$ cat src/rtl/inst_player_pkg.sv
// rtl/inst_player_pkg.sv - shared state encodings, opcode field and helpers for inst_player
package inst_player_pkg;

   // Sequencer states
   localparam logic [2:0] ST_IDLE  = 3'd0;
   localparam logic [2:0] ST_FETCH = 3'd1;
   localparam logic [2:0] ST_SETUP = 3'd2;
   localparam logic [2:0] ST_PULSE = 3'd3;
   localparam logic [2:0] ST_GAP   = 3'd4;
   localparam logic [2:0] ST_DONE  = 3'd5;

   // Opcode field of an instruction word; SEND uses its own strobe
   localparam int         OP_MSB  = 7;
   localparam int         OP_LSB  = 6;
   localparam logic [1:0] OP_SEND = 2'b11;

   function automatic logic is_send(input logic [7:0] inst);
      return inst[OP_MSB:OP_LSB] == OP_SEND;
   endfunction

   function automatic int max3(input int a, input int b, input int c);
      int m;
      m = (a > b) ? a : b;
      return (m > c) ? m : c;
   endfunction

endpackage

$ cat src/rtl/inst_player_prog_ram.sv
// rtl/inst_player_prog_ram.sv - program image RAM, sync write, sync read with one-cycle latency
module inst_player_prog_ram
   import inst_player_pkg::*;
#(
   parameter  int DEPTH = 16,
   localparam int AW    = $clog2(DEPTH)
) (
   input  logic          clk,
   input  logic          we,
   input  logic [AW-1:0] waddr,
   input  logic [7:0]    wdata,
   input  logic [AW-1:0] raddr,
   output logic [7:0]    rdata
);

   logic [7:0] mem [DEPTH];

   // Write port and registered read port; contents are not reset
   always_ff @(posedge clk) begin
      if (we) mem[waddr] <= wdata;
      rdata <= mem[raddr];
   end

endmodule

$ cat src/rtl/inst_player.sv
// rtl/inst_player.sv - instruction sequencer replaying a stored program into the calculator inputs
module inst_player
   import inst_player_pkg::*;
#(
   parameter  int DEPTH     = 16,
   parameter  int SETUP_CYC = 150000,
   parameter  int PULSE_CYC = 300000,
   parameter  int GAP_CYC   = 150000,
   localparam int AW        = $clog2(DEPTH)
) (
   input  logic          clk,
   input  logic          rst_n,
   input  logic          wr_en,
   input  logic [AW-1:0] wr_addr,
   input  logic [7:0]    wr_data,
   input  logic          start,
   input  logic          abort,
   output logic [7:0]    sw,
   output logic          btnS,
   output logic          send,
   output logic          busy,
   output logic          done,
   output logic [AW-1:0] idx,
   output logic          err
);

   localparam int            CW       = $clog2(max3(SETUP_CYC, PULSE_CYC, GAP_CYC) + 1);
   localparam logic [7:0]    MAX_N    = 8'(DEPTH - 1);
   localparam logic [AW-1:0] LAST_IDX = AW'(DEPTH - 1);
   localparam logic [CW-1:0] SETUP_LD = CW'(SETUP_CYC);
   localparam logic [CW-1:0] PULSE_LD = CW'(PULSE_CYC);
   localparam logic [CW-1:0] GAP_LD   = CW'(GAP_CYC);

   logic [2:0]    state;
   logic [CW-1:0] cnt;
   logic [7:0]    count_reg;
   logic [AW-1:0] n_eff;
   logic [AW-1:0] raddr;
   logic [7:0]    rdata;
   logic          ram_we;
   logic          last_cyc;

   // Counts larger than the RAM can hold are clamped to the last word
   assign n_eff    = (count_reg > MAX_N) ? LAST_IDX : count_reg[AW-1:0];
   // Read address runs one step ahead so the word is ready during FETCH
   assign raddr    = (state == ST_IDLE) ? AW'(1) : idx + AW'(1);
   assign ram_we   = wr_en && !busy && (wr_addr != '0);
   assign last_cyc = (cnt == CW'(1));

   inst_player_prog_ram #(.DEPTH(DEPTH)) u_ram (
      .clk   (clk),
      .we    (ram_we),
      .waddr (wr_addr),
      .wdata (wr_data),
      .raddr (raddr),
      .rdata (rdata)
   );

   // Sequencer FSM with delay counter, count register, index and sticky error
   always_ff @(posedge clk or negedge rst_n) begin
      if (!rst_n) begin
         state     <= ST_IDLE;
         cnt       <= '0;
         count_reg <= '0;
         sw        <= '0;
         btnS      <= 1'b0;
         send      <= 1'b0;
         busy      <= 1'b0;
         done      <= 1'b0;
         idx       <= '0;
         err       <= 1'b0;
      end else begin
         done <= 1'b0;
         if (wr_en && busy) err <= 1'b1;
         if (wr_en && !busy && (wr_addr == '0)) count_reg <= wr_data;
         if (abort) begin
            state <= ST_IDLE;
            btnS  <= 1'b0;
            send  <= 1'b0;
            busy  <= 1'b0;
         end else begin
            case (state)
               ST_IDLE: begin
                  if (start) begin
                     err <= (count_reg > MAX_N);
                     if (count_reg == 8'd0) begin
                        state <= ST_DONE;
                        done  <= 1'b1;
                     end else begin
                        idx   <= AW'(1);
                        busy  <= 1'b1;
                        state <= ST_FETCH;
                     end
                  end
               end
               ST_FETCH: begin
                  sw    <= rdata;
                  cnt   <= SETUP_LD;
                  state <= ST_SETUP;
               end
               ST_SETUP: begin
                  if (last_cyc) begin
                     if (is_send(sw)) send <= 1'b1;
                     else             btnS <= 1'b1;
                     cnt   <= PULSE_LD;
                     state <= ST_PULSE;
                  end else begin
                     cnt <= cnt - CW'(1);
                  end
               end
               ST_PULSE: begin
                  if (last_cyc) begin
                     btnS  <= 1'b0;
                     send  <= 1'b0;
                     cnt   <= GAP_LD;
                     state <= ST_GAP;
                  end else begin
                     cnt <= cnt - CW'(1);
                  end
               end
               ST_GAP: begin
                  if (last_cyc) begin
                     if (idx >= n_eff) begin
                        done  <= 1'b1;
                        busy  <= 1'b0;
                        state <= ST_DONE;
                     end else begin
                        idx   <= idx + AW'(1);
                        state <= ST_FETCH;
                     end
                  end else begin
                     cnt <= cnt - CW'(1);
                  end
               end
               ST_DONE: state <= ST_IDLE;
               default: state <= ST_IDLE;
            endcase
         end
      end
   end

endmodule

$ cat config.mk
export PLATFORM = sky130hd
export DESIGN_NAME = inst_player
export DESIGN_NICKNAME = d
export VERILOG_FILES = /design/src/rtl/inst_player_pkg.sv /design/src/rtl/inst_player_prog_ram.sv /design/src/rtl/inst_player.sv
export SDC_FILE = /design/constraint.sdc
export NUM_CORES = 1
export LEC_CHECK = 0
export BUFFER_PORTS_ARGS = -buffer_cell sky130_fd_sc_hd__buf_2
export CORE_MARGIN = 2
export CORE_UTILIZATION = 55
export CTS_CLUSTER_SIZE = 12
export DETAILED_ROUTE_END_ITERATION = 6
export PLACE_DENSITY_LB_ADDON = 0.3
export SKIP_LAST_GASP = 1
export SYNTH_ARGS = -nofsm -noshare
export SYNTH_HDL_FRONTEND = slang
export SYNTH_HIERARCHICAL = 1
export SYNTH_SLANG_ARGS = --single-unit
$ cat constraint.sdc
create_clock -name clk -period 3.3 [get_ports clk]
set_clock_uncertainty 0.05 [all_clocks]
set_input_delay 0.66 -clock clk [delete_from_list [all_inputs] [get_ports clk]]
set_output_delay 0.66 -clock clk [all_outputs]
set_load 0.005 [all_outputs]
# --- Word-level counts from Yosys, hierarchy flattened ---
# Memory sizes are Yosys's and may differ from the RTL's. A register that Yosys moved wholly into a read port is not among the register bits.
# Index checks and enable logic that the tools add are counted.
op_classes:
  add_sub_neg: 2
  mul: 0
  n_div: 0
  order_cmp: 2
  eq_ne: 19
  n_shift: 0
  muxes: 46
  bitwise: 1
  n_reduce_logical: 20
op_table:
  columns: ["cell", "count"]
  rows:
  - ["case mux 19 bit (4 select lines)", 1]
  - ["2-to-1 mux 19 bit", 3]
  - ["2-to-1 mux 4 bit", 6]
  - ["inequality test 3 bit (second input constant)", 8]
  - ["2-to-1 mux 1 bit", 23]
  - ["2-to-1 mux 3 bit", 7]
  - ["== test 19 x 1 -> 1 bit (second input constant)", 1]
  - ["subtractor 19 x 1 -> 19 bit (second input constant)", 1]
  - ["case mux 3 bit (5 select lines)", 1]
  - ["AND reduction 4 bit", 3]
  - ["inequality test 2 bit (second input constant)", 5]
  - ["> comparator 8 x 4 -> 1 bit (second input constant)", 1]
  - ["logical NOT 8 bit", 1]
  - ["case mux 1 bit (2 select lines)", 4]
  - ["case mux 4 bit (2 select lines)", 1]
  - ["nonzero test 4 bit", 2]
  - ["== test 3 x 2 -> 1 bit (second input constant)", 2]
  - ["AND reduction 6 bit", 1]
  - ["nonzero test 3 bit", 2]
  - ["AND reduction 5 bit", 1]
  - ["adder 4 x 1 -> 4 bit (second input constant)", 1]
  - ["greater-or-equal comparator 4 bit", 1]
  - ["logical AND 1 bit", 4]
  - ["logical NOT 4 bit", 1]
  - ["other kinds (9)", 9]
totals:
  regBits: 47
  latchBits: 0
  mem_bits_rw: 128
  romBits: 0
  in_bits: 17
  output_inout_bits: 17
  wordCells: 101
  n_memories: 1
memory_table:
  columns: ["memory", "words", "width", "rd", "rd_clocked_by_memory_dff", "write_ports", "line_no", "source"]
  rows:
  - ["u_ram.mem", 16, 8, 1, 1, 1, "inst_player_prog_ram.sv:16", "logic [7:0] mem [DEPTH];"]

# --- Depth between registers and ports, before layout ---
depth:
  ltp_word: 7
  mapped_depth: 10
  mapped_depth_nobuf: 9

# --- By module ---
# Netlist, hierarchy kept.
by_module_without_submodules:
  columns: ["mod", "instances", "cells_per_inst", "area_per_inst_um2", "seq_area_each_um2"]
  rows:
  - ["inst_player_prog_ram", 1, 229, 5147.4, 4003.8]
  - ["inst_player", 1, 283, 2741.4, 1176.1]

# --- Worst setup path after synthesis ---
# Ideal clock, no wire load.
synth_timing:
  kind: "reg-to-reg"
  start: "register count_reg[7]"
  end: "register idx[0]"
  setup_time_ps: 125
  arrival_ps: 2647
  required_time_ps: 3125
  setup_slack_ps: 478
  stages_incl_launch_ff: 10
  n_path_buf: 1
  period_less_slack_ps: 2822
  cell_sequence: "dfrtp_1 -> or4_1 -> clkbuf_1 -> or2_2 -> ha_1 -> o21ai_0 -> a21oi_1 -> o21a_1 -> nor4_4 -> mux2_2"
synth_via:
  elab_chain_cells: 5
  word_cells_on_any_way: 7
  cone_classes: "2 x order compare; 2 x eq/ne; 1 x mux; 2 x reduce/logical"
synth_rtl:
  columns: ["element", "line_no", "source"]
  rows:
  - ["start, declared", "inst_player.sv:36", "logic [7:0] count_reg;"]
  - ["start signal, assigned", "inst_player.sv:75", "if (wr_en && !busy && (wr_addr == '0)) count_reg <= wr_data;"]
  - ["> comparator 8 x 4 -> 1 bit", "inst_player.sv:44", "assign n_eff = (count_reg > MAX_N) ? LAST_IDX : count_reg[AW-1:0];"]
  - ["2-to-1 mux 4 bit", "inst_player.sv:44", null]
  - ["greater-or-equal comparator 4 bit", "inst_player.sv:123", "if (idx >= n_eff) begin"]
  - ["inequality test 2 bit (no source line)", null, null]
  - ["AND reduction 6 bit (no source line) (*)", null, null]
  - ["end signal, assigned", "inst_player.sv:128", "idx <= idx + AW'(1);"]
  - ["end, declared", "inst_player.sv:23", "output logic [AW-1:0] idx,"]
# Every way passes the cells marked *; elsewhere a longest branch is shown, timed or not.
# A chain may end at the register's enable or synchronous reset.

# --- Final worst setup path ---
# Same ends and word-level chain as after synthesis.

==> results.py <==
metrics = {
    "power_and_ir_drop": {
        "pwr-share-seq": 0.450,
        "power_report.internal_total_w": 0.00456,
        "p_clk_frac": 0.316,
        "power.leakage_nw": 3.20,
        "psw_w": 0.00182,
        "power.combinational.fraction": 0.234,
        "worst_ir_drop_vdd_v": 0.000434,
        "pwr_density_cell_mw_per_mm2": 717,
        "p_sw_frac": 0.285,
        "fin_total_pwr_w": 0.00638,
    },
    "global_route": {
        "initial_antenna_violation_count": 0,
        "grt_first_pass_wirelength_um": 25100,
        "gr-usage-all-layers": 0.227,
        "total_congestion_overflow_after_global_routing": 0,
        "first_global_vias": 4656,
        "grt_max_degree": 48,
    },
    "route": {
        "total_detailed_routing_wirelength_um": 16300,
        "avgViaCountPerCell": 6.33,
        "drt-wirelength-per-cell_um": 21.6,
        "drtIter0Drc": 622,
        "detail_route.drc_violations": 0,
        "detailedRoute.firstPassIterationCount": 5,
        "vias": 4776,
        "drt.antenna.violating_nets": 0,
    },
    "die": {
        "die_w_um": 124,
        "floorplan.io_pins": 34,
        "rows": 43,
        "core_mm2": 0.0139,
        "dieArea_mm2": 0.0153,
        "initial_utilization": 0.566,
        "die_y_um": 124,
    },
    "critical_path": {
        "worst_ep_required_time_ns": 3.56,
        "setup.reg_to_reg.worst_slack_ns": 0.28,
        "cp-end-kind": "flip-flop",
        "worstSetupPathType": "flip-flop to flip-flop",
        "worst_setup_path_start_kind": "flip-flop",
        "crit-reg2reg-launch": "count_reg[7]$_DFFE_PN0P_",
        "critical_path_capture_point": "idx[0]$_DFFE_PN0P_",
        "worst_reg2reg_path_length_in_cells": 8,
        "path_max_fanout": 7,
        "worstReg2RegEnd": "idx[0]$_DFFE_PN0P_",
        "arrival_time_at_the_worst_endpoint_ns": 3.28,
        "crit_start": "count_reg[7]$_DFFE_PN0P_",
    },
    "finish": {
        "final_net_count": 588,
        "reg_top3": "u_ram/mem: 128 flops, cnt: 19 flops",
        "areaGrowthSynthToFinish_pct": 12.6,
        "drive_above_1_share": 0.242,
        "largest_register_ffs": 128,
        "top_register_by_number_of_flip_flops": "u_ram/mem",
        "diodes": 0,
    },
    "synth": {
        "synth_cell_types": 68,
        "postSynthRegisterBits": 183,
        "most_area_hungry_cell_type_in_the_yosys_netlist": "sky130_fd_sc_hd__edfxtp_1",
        "ys_top_cells_by_count": "128 x sky130_fd_sc_hd__edfxtp_1, 47 x sky130_fd_sc_hd__dfrtp_1, 47 x sky130_fd_sc_hd__nor2_1",
        "synth-edff-count": 128,
        "synth_sequential_area_ratio": 0.657,
        "synth_top_area_share": 0.487,
        "synth.cell_area_mm2": 0.00789,
        "postSynthNetCount": 536,
        "synth.top_cells.by_area": "sky130_fd_sc_hd__edfxtp_1 49%, sky130_fd_sc_hd__dfrtp_1 15%, sky130_fd_sc_hd__mux4_2 5.1%",
        "synthesis.yosys.warnings": 6,
        "synth_ff_type": "sky130_fd_sc_hd__edfxtp_1",
        "synth_cells": 512,
        "yosys.cell_count.top_type": "sky130_fd_sc_hd__edfxtp_1",
        "synth_area_per_cell_um2": 15.4,
        "synthArstFlopShare": 0.257,
    },
    "clock_network": {
        "clk_transition_reported_paths_ns": 0.07,
        "clock_sinks": 183,
        "tritoncts": "done",
        "clockRootBuffer": "sky130_fd_sc_hd__clkbuf_16",
        "cts_resized": 0,
        "cts.path.max_buffers": 2,
        "clock_latency_ns": 0.43,
        "cts.repair_timing.setup_buffer_count": 0,
        "htree_levels": 4,
        "tritoncts_buffers": 17,
        "hold_buffers": 0,
    },
    "timing": {
        "setup_viol_count_final": 0,
        "post-route-worst-setup-slack_ns": 0.285,
        "worst_pin_slew_ns": 1.08,
        "period_needed_ns": 3.02,
        "final-hold-violation-count": 0,
        "rsz0062_at_grt": "false",
        "maximum_operating_frequency_mhz": 332,
        "total_neg_setup_slack_ns": 0,
        "finalMaxSlewViolations": 0,
        "slew_headroom": 0.279,
        "fin_crit_sh": 0.914,
    },
    "place": {
        "port_buffers": 33,
        "gpl.final_weighted_congestion": 0.897,
        "detailed_place_hpwl_um": 10800,
        "pre_cts_ws_ns": 0.283,
    },
    "flow_run": {
        "max_cap_viol_count": 0,
    },
    "hold_path": {
        "min_path_type": "input pin to asynchronous set/reset pin",
    },
    "run_status": {
        "run_status": "finished clean",
    },
}
## logic make-up (layout without fill, tap and decap cells)
group | count (synthesis) | in the layout | share of synthesized area
buffers and inverters | 30 | 93 | 0.0252
flip-flops | 183 | 183 | 0.657
AND/OR/NAND/NOR | 153 | 153 | 0.101
multiplexers | 51 | 51 | 0.125
AO/OA/AOI/OAI | 76 | 76 | 0.0680
adder cells (fa/ha/maj) | 7 | 7 | 0.0111
XOR/XNOR | 12 | 12 | 0.0133
## area by class of cell
cell class	count	area [um2]
Multi-Input combinational cell	299	2510
Clock inverter	13	160
Timing Repair Buffer	57	358
Sequential cell	183	5180
Fill cell	951	5050
Inverter	6	22.5
Clock buffer	17	425
Tap cell	180	225
## placed cells by master, fill, tap and decap left out, types with 4 or more instances in the layout
| master | instances |
|---|---|
| sky130_fd_sc_hd__xor2_1 | 8 |
| sky130_fd_sc_hd__nor4_1 | 7 |
| sky130_fd_sc_hd__mux4_1 | 14 |
| sky130_fd_sc_hd__nand2_1 | 33 |
| sky130_fd_sc_hd__mux2_2 | 17 |
| sky130_fd_sc_hd__inv_1 | 6 |
| sky130_fd_sc_hd__buf_2 | 33 |
| sky130_fd_sc_hd__dfxtp_1 | 8 |
| sky130_fd_sc_hd__a211oi_1 | 4 |
| sky130_fd_sc_hd__o21a_1 | 4 |
| sky130_fd_sc_hd__buf_4 | 23 |
| sky130_fd_sc_hd__a21oi_1 | 14 |
| sky130_fd_sc_hd__nor2_1 | 47 |
| sky130_fd_sc_hd__a22oi_1 | 16 |
| sky130_fd_sc_hd__clkbuf_16 | 17 |
| sky130_fd_sc_hd__nor3_1 | 17 |
| sky130_fd_sc_hd__nand2b_1 | 7 |
| sky130_fd_sc_hd__ha_1 | 7 |
| sky130_fd_sc_hd__mux4_2 | 18 |
| sky130_fd_sc_hd__nand3_1 | 8 |
| sky130_fd_sc_hd__o21ai_0 | 8 |
| sky130_fd_sc_hd__xnor2_1 | 4 |
| sky130_fd_sc_hd__inv_6 | 6 |
| sky130_fd_sc_hd__a31oi_1 | 5 |
| sky130_fd_sc_hd__dfrtp_1 | 47 |
| sky130_fd_sc_hd__edfxtp_1 | 128 |
| sky130_fd_sc_hd__nand3b_1 | 4 |
| sky130_fd_sc_hd__or3_1 | 5 |
## layer usage
| metal | track usage | up-vias | routed length [um] |
|---|---|---|---|
| met5 | 0 | - | 0 |
| met2 | 0.373 | 218 | 8190 |
| met4 | 0.0824 | 0 | 308 |
| met1 | 0.296 | 2415 | 6700 |
| li1 | - | 2107 | - |
| met3 | 0.0577 | 36 | 1090 |
## metrics by stage
stage / hold WS [ns] / area [um2] / std cells / util
after floorplan: 0.314 / 7890 / 512 / -
after global placement: 0.394 / 8300 / 725 / 0.596
after detailed placement: 0.398 / 8300 / 725 / 0.596
after CTS: 0.401 / 8890 / 755 / 0.638
after global routing: 0.427 / 8890 / 755 / 0.638
final: 0.381 / 8890 / 755 / 0.638
## how the worst min path moves through the flow
stage,start,to,depth (start not counted)
floorplan,rst_n,btnS$_DFFE_PN0P_,0
global placement,u_ram/rdata[7]$_DFF_P_,sw[7]$_DFFE_PN0P_,1
detailed placement,u_ram/rdata[0]$_DFF_P_,sw[0]$_DFFE_PN0P_,1
CTS,rst_n,cnt[11]$_DFFE_PN0P_,1
global route,u_ram/rdata[7]$_DFF_P_,sw[7]$_DFFE_PN0P_,1
finish,rst_n,cnt[11]$_DFFE_PN0P_,1
## critical path: stages (launching register included)
cell and delay [ns]:
sky130_fd_sc_hd__dfrtp_1 0.37, sky130_fd_sc_hd__or4_1 0.63, sky130_fd_sc_hd__or2_2 0.32, sky130_fd_sc_hd__ha_1 0.27, sky130_fd_sc_hd__o21ai_0 0.18, sky130_fd_sc_hd__a21oi_1 0.10
sky130_fd_sc_hd__o21a_1 0.28, sky130_fd_sc_hd__nor4_4 0.33, sky130_fd_sc_hd__mux2_2 0.36
## power by group through the flow
stage | logic [W] | clock network, W | registers (W)
finish | 0.00149 | 0.00202 | 0.00287
CTS | 0.00149 | 0.00204 | 0.00287
global placement | 0.00145 | 0 | 0.00290
floorplan | 0.00113 | 0 | 0.00285
detailed placement | 0.00148 | 0 | 0.00291
global route | 0.00162 | 0.00214 | 0.00290
No activity file was read; power rests on OpenSTA's default activity.
